## src/rtl/avl_burst_scheduler.sv

```systemverilog
// avl_burst_scheduler
// Moves BURST_LEN-beat bursts between a show-ahead input FIFO and an Avalon
// memory controller (writes), and from the controller into an output FIFO
// (reads). The arbiter alternates when both directions are eligible.
// Optional build macro: AVL_BURST_SCHEDULER_STATS_EN adds the wr_bursts and
// rd_bursts completion counters.
module avl_burst_scheduler #(
    parameter int unsigned BURST_LEN  = 4,
    parameter int unsigned ADDR_LIMIT = 25'h1000000,
    parameter int unsigned OB_DEPTH   = 256
) (
    input  logic         clk,
    input  logic         reset_n,
    input  logic         calib_done,
    input  logic         writes_en,
    input  logic         reads_en,
    output logic         ib_re,
    input  logic [127:0] ib_data,
    input  logic [8:0]   ib_count,
    output logic         ob_we,
    output logic [127:0] ob_data,
    input  logic [8:0]   ob_count,
    input  logic         avl_ready,
    output logic         avl_burstbegin,
    output logic [24:0]  avl_address,
    output logic [7:0]   avl_size,
    output logic         avl_read_req,
    input  logic         avl_rdata_valid,
    input  logic [127:0] avl_rdata,
    output logic         avl_write_req,
    output logic [127:0] avl_wdata,
    output logic [15:0]  avl_be,
    output logic         busy,
    output logic         stray_rdata
`ifdef AVL_BURST_SCHEDULER_STATS_EN
    ,
    output logic [15:0]  wr_bursts,
    output logic [15:0]  rd_bursts
`endif
);

    typedef enum logic [1:0] {
        IDLE     = 2'd0,
        WR_BURST = 2'd1,
        RD_CMD   = 2'd2,
        RD_WAIT  = 2'd3
    } state_t;

    localparam logic        GRANT_WR  = 1'b0;
    localparam logic        GRANT_RD  = 1'b1;
    localparam logic [6:0]  BEAT_LAST = 7'(BURST_LEN - 1);
    localparam logic [24:0] ADDR_STEP = 25'(BURST_LEN);
    localparam logic [24:0] ADDR_WRAP = 25'(ADDR_LIMIT);
    localparam logic [9:0]  WR_NEED   = 10'(BURST_LEN);
    localparam logic [9:0]  RD_ROOM   = 10'(OB_DEPTH - BURST_LEN);

    state_t      state;
    logic [24:0] wr_addr;
    logic [24:0] rd_addr;
    logic [6:0]  wr_beat;
    logic [6:0]  rd_beat;
    logic        last_grant;
    logic        wr_elig;
    logic        rd_elig;
    logic        grant_wr;
    logic        grant_rd;
    logic        wr_done;
    logic        rd_done;

    // Both pointers advance by one burst and wrap to zero at ADDR_LIMIT.
    function automatic logic [24:0] addr_next(input logic [24:0] a);
        logic [24:0] n;
        n = a + ADDR_STEP;
        return (n == ADDR_WRAP) ? 25'd0 : n;
    endfunction

    assign avl_size  = 8'(BURST_LEN);
    assign avl_be    = 16'hFFFF;
    assign avl_wdata = ib_data;
    assign ib_re     = avl_write_req & avl_ready;

    assign wr_elig = calib_done & writes_en & ({1'b0, ib_count} >= WR_NEED) & (ib_count != 9'd0);
    assign rd_elig = calib_done & reads_en & ({1'b0, ob_count} <= RD_ROOM);

    assign wr_done = (state == WR_BURST) & avl_ready & (wr_beat == BEAT_LAST);
    assign rd_done = (state == RD_WAIT) & avl_rdata_valid & (rd_beat == BEAT_LAST);

    // Arbiter: a lone eligible path wins; a contest goes against last_grant.
    always_comb begin
        grant_wr = 1'b0;
        grant_rd = 1'b0;
        if (wr_elig && rd_elig) begin
            grant_wr = (last_grant == GRANT_RD);
            grant_rd = (last_grant == GRANT_WR);
        end else begin
            grant_wr = wr_elig;
            grant_rd = rd_elig;
        end
    end

    // Burst sequencer with registered Avalon command outputs.
    always_ff @(posedge clk or negedge reset_n) begin
        if (!reset_n) begin
            state          <= IDLE;
            wr_addr        <= 25'd0;
            rd_addr        <= 25'd0;
            wr_beat        <= 7'd0;
            rd_beat        <= 7'd0;
            last_grant     <= GRANT_RD;
            avl_write_req  <= 1'b0;
            avl_read_req   <= 1'b0;
            avl_burstbegin <= 1'b0;
            avl_address    <= 25'd0;
            busy           <= 1'b0;
        end else begin
            case (state)
                IDLE: begin
                    if (grant_wr) begin
                        state          <= WR_BURST;
                        last_grant     <= GRANT_WR;
                        wr_beat        <= 7'd0;
                        avl_write_req  <= 1'b1;
                        avl_burstbegin <= 1'b1;
                        avl_address    <= wr_addr;
                        busy           <= 1'b1;
                    end else if (grant_rd) begin
                        state          <= RD_CMD;
                        last_grant     <= GRANT_RD;
                        rd_beat        <= 7'd0;
                        avl_read_req   <= 1'b1;
                        avl_burstbegin <= 1'b1;
                        avl_address    <= rd_addr;
                        busy           <= 1'b1;
                    end
                end
                WR_BURST: begin
                    if (avl_ready) begin
                        // burstbegin marks only the first beat of the burst
                        avl_burstbegin <= 1'b0;
                        if (wr_done) begin
                            state         <= IDLE;
                            wr_beat       <= 7'd0;
                            wr_addr       <= addr_next(wr_addr);
                            avl_write_req <= 1'b0;
                            avl_address   <= 25'd0;
                            busy          <= 1'b0;
                        end else begin
                            wr_beat <= wr_beat + 7'd1;
                        end
                    end
                end
                RD_CMD: begin
                    if (avl_ready) begin
                        state          <= RD_WAIT;
                        rd_addr        <= addr_next(rd_addr);
                        avl_read_req   <= 1'b0;
                        avl_burstbegin <= 1'b0;
                        avl_address    <= 25'd0;
                    end
                end
                RD_WAIT: begin
                    if (avl_rdata_valid) begin
                        if (rd_done) begin
                            state   <= IDLE;
                            rd_beat <= 7'd0;
                            busy    <= 1'b0;
                        end else begin
                            rd_beat <= rd_beat + 7'd1;
                        end
                    end
                end
                default: state <= IDLE;
            endcase
        end
    end

    // Read beats land in the output FIFO one cycle later; strays are dropped and flagged.
    always_ff @(posedge clk or negedge reset_n) begin
        if (!reset_n) begin
            ob_we       <= 1'b0;
            ob_data     <= 128'd0;
            stray_rdata <= 1'b0;
        end else begin
            ob_we <= (state == RD_WAIT) & avl_rdata_valid;
            if ((state == RD_WAIT) && avl_rdata_valid) begin
                ob_data <= avl_rdata;
            end
            if ((state != RD_WAIT) && avl_rdata_valid) begin
                stray_rdata <= 1'b1;
            end
        end
    end

`ifdef AVL_BURST_SCHEDULER_STATS_EN
    // Completed-burst counters, free-running modulo 2^16.
    always_ff @(posedge clk or negedge reset_n) begin
        if (!reset_n) begin
            wr_bursts <= 16'd0;
            rd_bursts <= 16'd0;
        end else begin
            if (wr_done) begin
                wr_bursts <= wr_bursts + 16'd1;
            end
            if (rd_done) begin
                rd_bursts <= rd_bursts + 16'd1;
            end
        end
    end
`endif

endmodule

```

## config.mk

```make
export PLATFORM = sky130hd
export DESIGN_NAME = avl_burst_scheduler
export DESIGN_NICKNAME = d
export VERILOG_FILES = /design/src/rtl/avl_burst_scheduler.sv
export SDC_FILE = /design/constraint.sdc
export NUM_CORES = 1
export LEC_CHECK = 0
export CORE_AREA = 3 3 227 229
export CTS_CLUSTER_DIAMETER = 40
export DETAILED_ROUTE_END_ITERATION = 10
export DIE_AREA = 0 0 230 232
export PLACE_DENSITY = 0.6
export SLEW_MARGIN = 5
export SYNTH_ARGS = -nofsm -noshare
export SYNTH_HDL_FRONTEND = slang
export SYNTH_SLANG_ARGS = --single-unit
```

## constraint.sdc

```tcl
create_clock -name clk -period 5.4 [get_ports clk]
set_clock_uncertainty 0.1 [all_clocks]
set_input_delay 1.08 -clock clk [delete_from_list [all_inputs] [get_ports clk]]
set_output_delay 1.08 -clock clk [all_outputs]
set_load 0.005 [all_outputs]
```

* Yosys cells after proc, flatten, opt, wreduce, memory -nomap -nowiden
Index checks and enable logic that the tools add are counted.
Word-level totals: flip-flop bits (word level) 226, input port bits 281, logic and storage cells 114
Operators by class: add/subtract/negate cells 4, order comparisons 2, equality and inequality tests 18, mux-type cells 41, bitwise logic cells 11, reduce and logical (&&, ||, !) cells 24
Operator list (count):
- two-way mux 25 bit | 7
- case mux 25 bit (3 select lines) | 1
- adder 25 x 3 -> 25 bit, second input constant | 2
- == test 25 bit, second input constant | 2
- two-way mux 7 bit | 7
- case mux 7 bit (2 select lines) | 2
- != test 2 bit, second input constant | 9
- adder 7 x 1 -> 7 bit, second input constant | 2
- == test 7 x 2 -> 1 bit, second input constant | 2
- two-way mux 2 bit | 7
- two-way mux 1 bit | 12
- AND reduction 4 bit | 3
- AND reduction 6 bit | 2
- bitwise AND 1 bit | 10
- nonzero test 2 bit | 5
- >= comparator 9 x 3 -> 1 bit, second input constant | 1
- <= comparator 9 x 8 -> 1 bit, second input constant | 1
- AND reduction 3 bit | 3
- nonzero test 9 bit | 1
- case mux 2 bit (4 select lines) | 1
- case mux 1 bit (2 select lines) | 3
- nonzero test 3 bit | 2
- AND reduction 5 bit | 1
- == test 2 bit, second input constant | 2
- other kinds (9) | 12

* Longest topological paths before layout
Gate-level depths: netlist (run 1).
word-level depth 8, mapped depth 9, depth with buffers taken out 8

* Worst setup path before layout (run 1)
No wires, ideal clock.
path kind input-to-reg, start point input avl_ready, end point register wr_beat[3], library setup time 125 ps, data arrival time 2628 ps, path slack 2547 ps, stages 8, cell sequence inv_2 > or4_4 > or4b_2 > buf_2 > nand3_1 > nand2_1 > nand2_1 > o31ai_1
On the way: longest elaborated chain between the ends 5, elaborated cells on any way between the ends 7, classes of those cells eq/ne (1); mux (3); bitwise (2); reduce/logical (1)
RTL lines:
- start: declaration | RTL line 23 | input logic avl_ready,
- bitwise AND 1 bit (2 in a row) | RTL line 85 | assign wr_done = (state == WR_BURST) & avl_ready & (wr_beat == BEAT_LAST);
- two-way mux 7 bit | RTL line 140 | if (wr_done) begin
- two-way mux 7 bit | RTL line 137 | if (avl_ready) begin
- case mux 7 bit (2 select lines) | RTL line 116 | case (state)
- end signal: assignment | RTL line 148 | wr_beat <= wr_beat + 7'd1;
- end: declaration | RTL line 60 | logic [6:0] wr_beat;
Parallel ways exist; a longest one is shown, timed or not. The select of a mux whose other input is x is not followed. A chain may end at the register's enable or synchronous reset.

* Final worst setup path (run 1)
start point input avl_ready, end point output ib_re
On the way: longest elaborated chain between the ends 1
RTL lines:
- bitwise AND 1 bit | RTL line 80 | assign ib_re = avl_write_req & avl_ready;
- end: declaration | RTL line 17 | output logic ib_re,
Every way passes these cells.

==> flow_summary.ini, run 1 <==
[setup_path]
end_kind = output pin
cp_data_arrival_time_ps = 2480
path_class = in -> out
worstPathRequired_ps = 4220
cp_common_cell = clkdlybuf4s50_1
crit_chain = clkdlybuf4s50_1 -> and2_1 -> clkdlybuf4s50_1
path_max_fanout = 4
crit_family = buffers and inverters
ff2ff_setup_slack_ps = 2710
max_stage_delay_ps = 650
cp_num_buf_inv = 2
start_kind = primary input
cp_slowest_cell = clkdlybuf4s50_1

[sta]
rsz0062_at_grt = false
setup_tns_ps = 0
period_needed_ps = 3660
slew_headroom_pct = 37.9
fin_ws_ps = 1740
hold_viol_final = 0
fmax_mhz = 273
slew_viol_final = 0
fin_crit_sh_pct = 67.7
finalSetupViolCount = 0
worst_slew_pin_slew_ps = 923
timing.hold.ws_ps = 362

[synthesis]
postSynthCellCount = 994
synth-main-ff-cell = dfrtp_1
ys_ff_latch = 221
postSynth.asyncResetShare_pct = 100
synth_warnings = 0
synth_edf_count = 0
syn_area_per_cell_um2 = 11.2
syn_area_um2 = 11100
synthDistinctLibCells = 62
ys_seq_area_share_pct = 49.8

[clock_tree]
post_cts_buffers = 0
cts_tree = yes
htreeDepth = 2
clock_path_buffers = 3
path_clk_slew_ps = 50
clockRootBuffer = clkbuf_16
cts_num_sinks = 221
numCtsBuffers = 38
holdBufCountCts = 0
clk_latency_ps = 530
cts-resized-gates = 0

[route]
vias_per_cell = 4.24
routed_wl_um = 33700
antenna_left = 0
via_count = 7945
wl_per_cell_um = 18.0
first_iter_violations = 310
firstDrtPassIters = 5
drcViolationCount = 0

[floorplan]
ios = 593
chipHeight_um = 232
rows = 82
dieArea_um2 = 53400
start_util_pct = 22.3
die_x_um = 230
core-area_um2 = 49900

[finish]
layout.nets = 1465
design_area_um2 = 15300
multi_input_area_um2 = 4270
syn_to_final_growth_pct = 37.3
layout_commonest_cell = clkdlybuf4s50_1
ff_latch_area_um2 = 5530
layout-drive-gt1-share_pct = 18.6
layout_common_cells = 309 x clkdlybuf4s50_1, 220 x dfrtp_1, 129 x mux2_2
fillCellCount = 5143

[placement]
port_buffers = 310
place_ws_ps = 1380
hpwl_um = 25500
gp_congestion = 0.845
post_dp_cell_area_um2 = 13900

[global_route]
grt_pass1_wl_um = 49800
grt_pass1_vias = 7947
antenna_found_initial = 8
track_usage_pct = 12.2
overflow = 0
grt_max_degree = 104

[power]
p_leak_nw = 6.29
vdd_drop_max_mv = 0.172
power_density_nw_per_um2 = 500

[worst_hold_path]
hold_path_class = reg -> reg

[job]
maxCapViolCount = 0

[status]
status = completed
## worst paths after layout
path | from | to | cells after the start
max | avl_ready | ib_re | 3
min | stray_rdata | stray_rdata | 1
max reg2reg | wr_beat[3] | avl_address[16] | 6
min reg2reg | stray_rdata | stray_rdata | 1
max in group asynchronous | reset_n | ob_data[53] | 2
min in group asynchronous | reset_n | avl_address[3] | 1
## cells in the mapped netlist (all sizes together) (5+ instances only)
| cell | n | area [um^2] |
|---|---|---|
| nor2 | 50 | 188 |
| mux2i | 25 | 250 |
| o31ai | 31 | 233 |
| mux2 | 129 | 1450 |
| dfrtp | 220 | 5510 |
| xnor2 | 27 | 236 |
| nand2 | 70 | 265 |
| nor3 | 13 | 65.1 |
| xor2 | 22 | 193 |
| nand3 | 25 | 125 |
| ha | 11 | 138 |
| a21oi | 14 | 70.1 |
| nand2b | 5 | 31.3 |
| and4 | 5 | 43.8 |
| and2 | 10 | 62.6 |
| clkbuf | 34 | 129 |
| o21ai | 31 | 159 |
| nor4 | 8 | 56.3 |
| inv | 16 | 60.1 |
| or2 | 7 | 43.8 |
| and3 | 7 | 43.8 |
| nand4 | 21 | 146 |
| buf | 166 | 1210 |
## flip-flops by register name, summed over array words and instances, names as in the netlist
register / cells
wr_addr: 23
stray_rdata: 1
state: 2
ob_we: 1
avl_address: 24
avl_burstbegin: 1
ob_data: 128
rd_addr: 23
avl_write_req: 1
busy: 1
avl_read_req: 1
wr_beat: 7
last_grant: 1
rd_beat: 7
## metrics by stage
stage                     power (W)  std cells  util [%]
after detailed placement    0.00519       1805      27.9
after floorplan             0.00368       1016         -
after global placement      0.00514       1805      27.9
after global routing        0.00808       1875      30.6
after CTS                   0.00780       1874      30.6
final                       0.00763       1876      30.6
## cell families (layout without fill, tap and decap cells)
family                   count (synthesis)  after routing  synth area share (%)
AND/OR/NAND/NOR                        237            237                  11.0
flip-flops                             221            221                  49.8
buffers and inverters                  216            402                  12.6
multiplexers                           154            154                  15.3
AO/OA/AOI/OAI                          104            104                  6.20
XOR/XNOR                                49             49                  3.86
adder cells (fa/ha/maj)                 11             11                  1.24
other                                    2             26                0.0676
## area by class of cell
cell class                 count  share of cell area (%)
sequential                   221                    36.3
multi-input combinational    579                    28.0
timing repair buffer         317                    20.9
clock buffer                  46                    6.98
tap                          672                    5.51
clock inverter                23                    1.95
inverter                      16                   0.394
antenna                        2                  0.0328
## metal layers
metal  GRT usage (%)  wire, um  part of all wire (%)
met1            14.1     13100                    39
met2            20.0     16100                    48
met3            5.26      3540                    11
met4            4.40       881                   2.6
met5               0        41                  0.12
## where the power goes
group / switching [W] / leakage, nW / total [W] / internal [W]
Clock: 0.000874 / 0.644 / 0.00254 / 0.00166
Sequential: 0.000348 / 2.78 / 0.00257 / 0.00222
Combinational: 0.000987 / 2.86 / 0.00252 / 0.00153
Total: 0.00221 / 6.29 / 0.00763 / 0.00542
(Power assumes the default switching activity.)
==> run 2: changes to the inputs <==
CORE_AREA = 3 3 229 231   (was 3 3 227 229)
DIE_AREA = 0 0 232 234   (was 0 0 230 232)
PLACE_DENSITY = 0.59   (was 0.6)
clock period = 3.71 ns   (was 5.4 ns; I/O delays follow)
==> flow_summary.ini, run 2 (synthesis results as in run 1) <==
[global_route]
globalRoute.busiestLayer = met2
overflow = 0
antenna_found_initial = 3
track_usage_pct = 11.6
grt_util_met3_pct = 5.30
grt_pass1_wl_um = 48500
grt_pass1_vias = 8128
use_met2_pct = 18.9
use_met1_pct = 13.4
grt_max_degree = 101

[floorplan]
rows = 82
core-area_um2 = 50300
start_util_pct = 22.1
ios = 593
chipHeight_um = 234
die_x_um = 232
dieArea_um2 = 54300

[finish]
layout.nets = 1481
syn_to_final_growth_pct = 40.1
design_area_um2 = 15600
regMostFlops = ob_data
layout-drive-gt1-share_pct = 20.4
largest_reg_flops = 128
top_regs = ob_data x128, avl_address x24
layout_commonest_cell = clkdlybuf4s50_1
antenna_cells = 0
layout_common_cells = 309 x clkdlybuf4s50_1, 220 x dfrtp_1, 129 x mux2_2

[setup_path]
cp-startpoint = avl_ready
start_kind = primary input
worstPathRequired_ps = 2870
regToRegStartpoint = rd_addr[2]
worstRegToRegCells = 8
path_class = in -> out
ff2ff_setup_slack_ps = 1030
path_max_fanout = 3
rr_endpoint = rd_addr[3]
cp_data_arrival_time_ps = 2170
end_kind = output pin

[placement]
place_ws_ps = 271
post_dp_cell_area_um2 = 14000
hpwl_um = 24400
gp_congestion = 0.845
port_buffers = 310

[sta]
slew_headroom_pct = 25.9
finalSetupViolCount = 0
fin_ws_ps = 703
fmax_mhz = 333
hold_viol_final = 0
slew_viol_final = 0
rsz0062_at_grt = false
worst_slew_pin_slew_ps = 1110
setup_tns_ps = 0
period_needed_ps = 3010
fin_crit_sh_pct = 81.1

[power]
seq_power_share_pct = 32.4
p_leak_nw = 6.46
intPower_w = 0.00811
pwr-share-clk_pct = 35.6
switching_share_pct = 29.8
combPwrFrac_pct = 32.0
vdd_drop_max_mv = 0.359
p_sw_w = 0.00344
power_density_nw_per_um2 = 742

[route]
vias_per_cell = 4.20
antenna_left = 0
firstDrtPassIters = 5
via_count = 7979
drcViolationCount = 0
first_iter_violations = 355
routed_wl_um = 32700
wl_per_cell_um = 17.2

[clock_tree]
clk_latency_ps = 550
cts_num_sinks = 221
post_cts_buffers = 0
clock_path_buffers = 3
clockRootBuffer = clkbuf_16
cts_tree = yes
cts-resized-gates = 0
holdBufCountCts = 0
path_clk_slew_ps = 50
htreeDepth = 2
numCtsBuffers = 45

[status]
status = completed

[worst_hold_path]
hold_path_class = in -> async

[job]
maxCapViolCount = 0
run 2: stage by stage:
stage / power [W] / hold slack (ps) / util, % / std cells
after global placement: 0.00751 / 350 / 27.8 / 1814
after floorplan: 0.00535 / 345 / - / 1016
final: 0.0116 / 104 / 31.0 / 1898
after CTS: 0.0118 / 148 / 31.0 / 1898
after detailed placement: 0.00758 / 348 / 27.8 / 1814
after global routing: 0.0123 / 185 / 31.0 / 1898
run 2: metal layers:
metal  share of wire (%)  vias up
li1                    -     3664
met1                  39     3845
met2                  47      414
met3                  11       50
met4                 2.4        6
met5               0.098        -
run 2: power by group through the flow:
stage	registers (W)	clock network, W	logic, W
6_report	0.00374	0.00412	0.00369
5_1_grt	0.00385	0.00439	0.00401
4_1_cts	0.00376	0.00425	0.00380
3_5_place_dp	0.00379	0	0.00379
3_3_place_gp	0.00375	0	0.00376
2_1_floorplan	0.00374	0	0.00161
run 2: layout make-up:
type / instances / area [um^2]
sequential: 221 / 5530
clock inverter: 36 / 415
timing repair buffer: 326 / 3280
inverter: 16 / 60.1
fill: 5071 / 34700
clock buffer: 48 / 1160
multi-input combinational: 579 / 4290
tap: 672 / 841
run 2: worst max path at each step:
stage          cells after the start              end  slack (ps)
2_1_floorplan                      8       wr_beat[3]        1200
3_3_place_gp                       7  avl_address[10]         330
3_5_place_dp                       7  avl_address[20]         270
4_1_cts                            4            ib_re         680
5_1_grt                            4            ib_re         660
6_report                           4            ib_re         700
run 2: worst max-delay path, stage by stage:
cell and delay, ps:
clkdlybuf4s50_1 590, buf_4 190, and2_1 140, clkdlybuf4s50_1 510
==> run 3: changes to the inputs <==
clock period = 2.9 ns   (was 3.71 ns; I/O delays follow)
==> flow_summary.ini, run 3 (synthesis results as in run 1) <==
[floorplan]
chipHeight_um = 234
die_x_um = 232
start_util_pct = 22.1
ios = 593
rows = 82
dieArea_um2 = 54300
core-area_um2 = 50300

[sta]
period_needed_ps = 2690
rsz0062_at_grt = false
fin_crit_sh_pct = 92.6
slew_headroom_pct = 44.0
timing.hold.ws_ps = 361
fin_ws_ps = 214
finalSetupViolCount = 0
hold_viol_final = 0
fmax_mhz = 372
slew_viol_final = 0
worst_slew_pin_slew_ps = 841

[clock_tree]
path_clk_slew_ps = 40
cts_tree = yes
cts_num_sinks = 221
htreeDepth = 2
post_cts_buffers = 0
numCtsBuffers = 48
clk_latency_ps = 550
clock_path_buffers = 3
clockRootBuffer = clkbuf_16

[global_route]
grt_pass1_vias = 8216
grt_pass1_wl_um = 48800
antenna_found_initial = 3
track_usage_pct = 11.7
overflow = 0
grt_max_degree = 94

[finish]
regMostFlops = ob_data
layout_commonest_cell = clkdlybuf4s50_1
antenna_cells = 0
syn_to_final_growth_pct = 42.6
top_regs = ob_data x128, avl_address x24
largest_reg_flops = 128
layout.nets = 1506
fin_util_pct = 31.5
layout_common_cells = 309 x clkdlybuf4s50_1, 220 x dfrtp_1, 129 x mux2_2
layout-drive-gt1-share_pct = 21.6
design_area_um2 = 15900

[route]
drcViolationCount = 0
antenna_left = 0
first_iter_violations = 320
firstDrtPassIters = 4
routed_wl_um = 33000
wl_per_cell_um = 17.2
vias_per_cell = 4.20
via_count = 8085

[setup_path]
max_stage_delay_ps = 580
end_kind = output pin
cp_common_cell = clkdlybuf4s50_1
path_class = in -> out
regToRegStartpoint = rd_addr[11]
crit_family = buffers and inverters
crit_chain = clkdlybuf4s50_1 -> buf_4 -> and2_1 -> clkdlybuf4s50_1
path_max_fanout = 3
cp_slowest_cell = clkdlybuf4s50_1
cp-startpoint = avl_ready
start_kind = primary input
cp_data_arrival_time_ps = 2010
worstPathRequired_ps = 2220
cp_num_buf_inv = 3

[placement]
place_ws_ps = -159
gp_congestion = 0.845
hpwl_um = 24600
post_dp_cell_area_um2 = 14200
port_buffers = 310

[power]
vdd_drop_max_mv = 0.410
total_power_w = 0.0152
power_density_nw_per_um2 = 956
p_leak_nw = 6.60

[job]
maxCapViolCount = 0

[worst_hold_path]
hp-start = stray_rdata
hold_path_class = reg -> reg

[status]
status = completed
-- run 3: worst reg2reg max path, cell delays in order (launching register included) --
cell and delay [ps]:
dfrtp_1 530, nand4_1 270, or2_2 360, nor3_1 460
a211oi_1 150, nor3_1 310, nor4_2 120, nor3_1 200
-- run 3: layer usage --
layer	vias up	global-route usage (%)	wire length, um
met5	-	0	41
met4	6	4.32	807
met3	63	4.94	3650
met2	394	19.2	15800
met1	3909	13.5	12700
li1	3713	-	-
-- run 3: layout make-up --
class	instances	area [um^2]
inverters	16	60.1
fillers	5079	34400
multi-input cells	579	4290
clock buffers	56	1270
flip-flops and latches	221	5530
clock inverters	31	362
repair buffers	348	3500
well taps	672	841
-- run 3: final timing paths --
path,endpoint,slack (ps),cells after the start
min,stray_rdata,360,1
max reg2reg,rd_addr[24],330,7
min in group asynchronous,avl_address[9],400,2
max,ib_re,210,4
max in group asynchronous,ob_data[121],1430,3
min reg2reg,stray_rdata,360,1
-- run 3: what timing repair did --
action	CTS	global route
hold buffers	1	0
gates resized for setup	0	0
endpoints found under the hold margin	37	0
setup endpoints to repair	0	0
-- run 3: metrics by stage --
step / cells / TNS (ps)
after global placement: 1835 / -2940
after detailed placement: 1835 / -4520
final: 1923 / 0
after CTS: 1923 / 0
after global routing: 1923 / 0
after floorplan: 1016 / 0
-- run 3: where the power goes --
part / internal [W] / total [W] / switching [W]
Combinational: 0.00301 / 0.00488 / 0.00187
Sequential: 0.00414 / 0.00476 / 0.000620
Clock: 0.00363 / 0.00551 / 0.00188
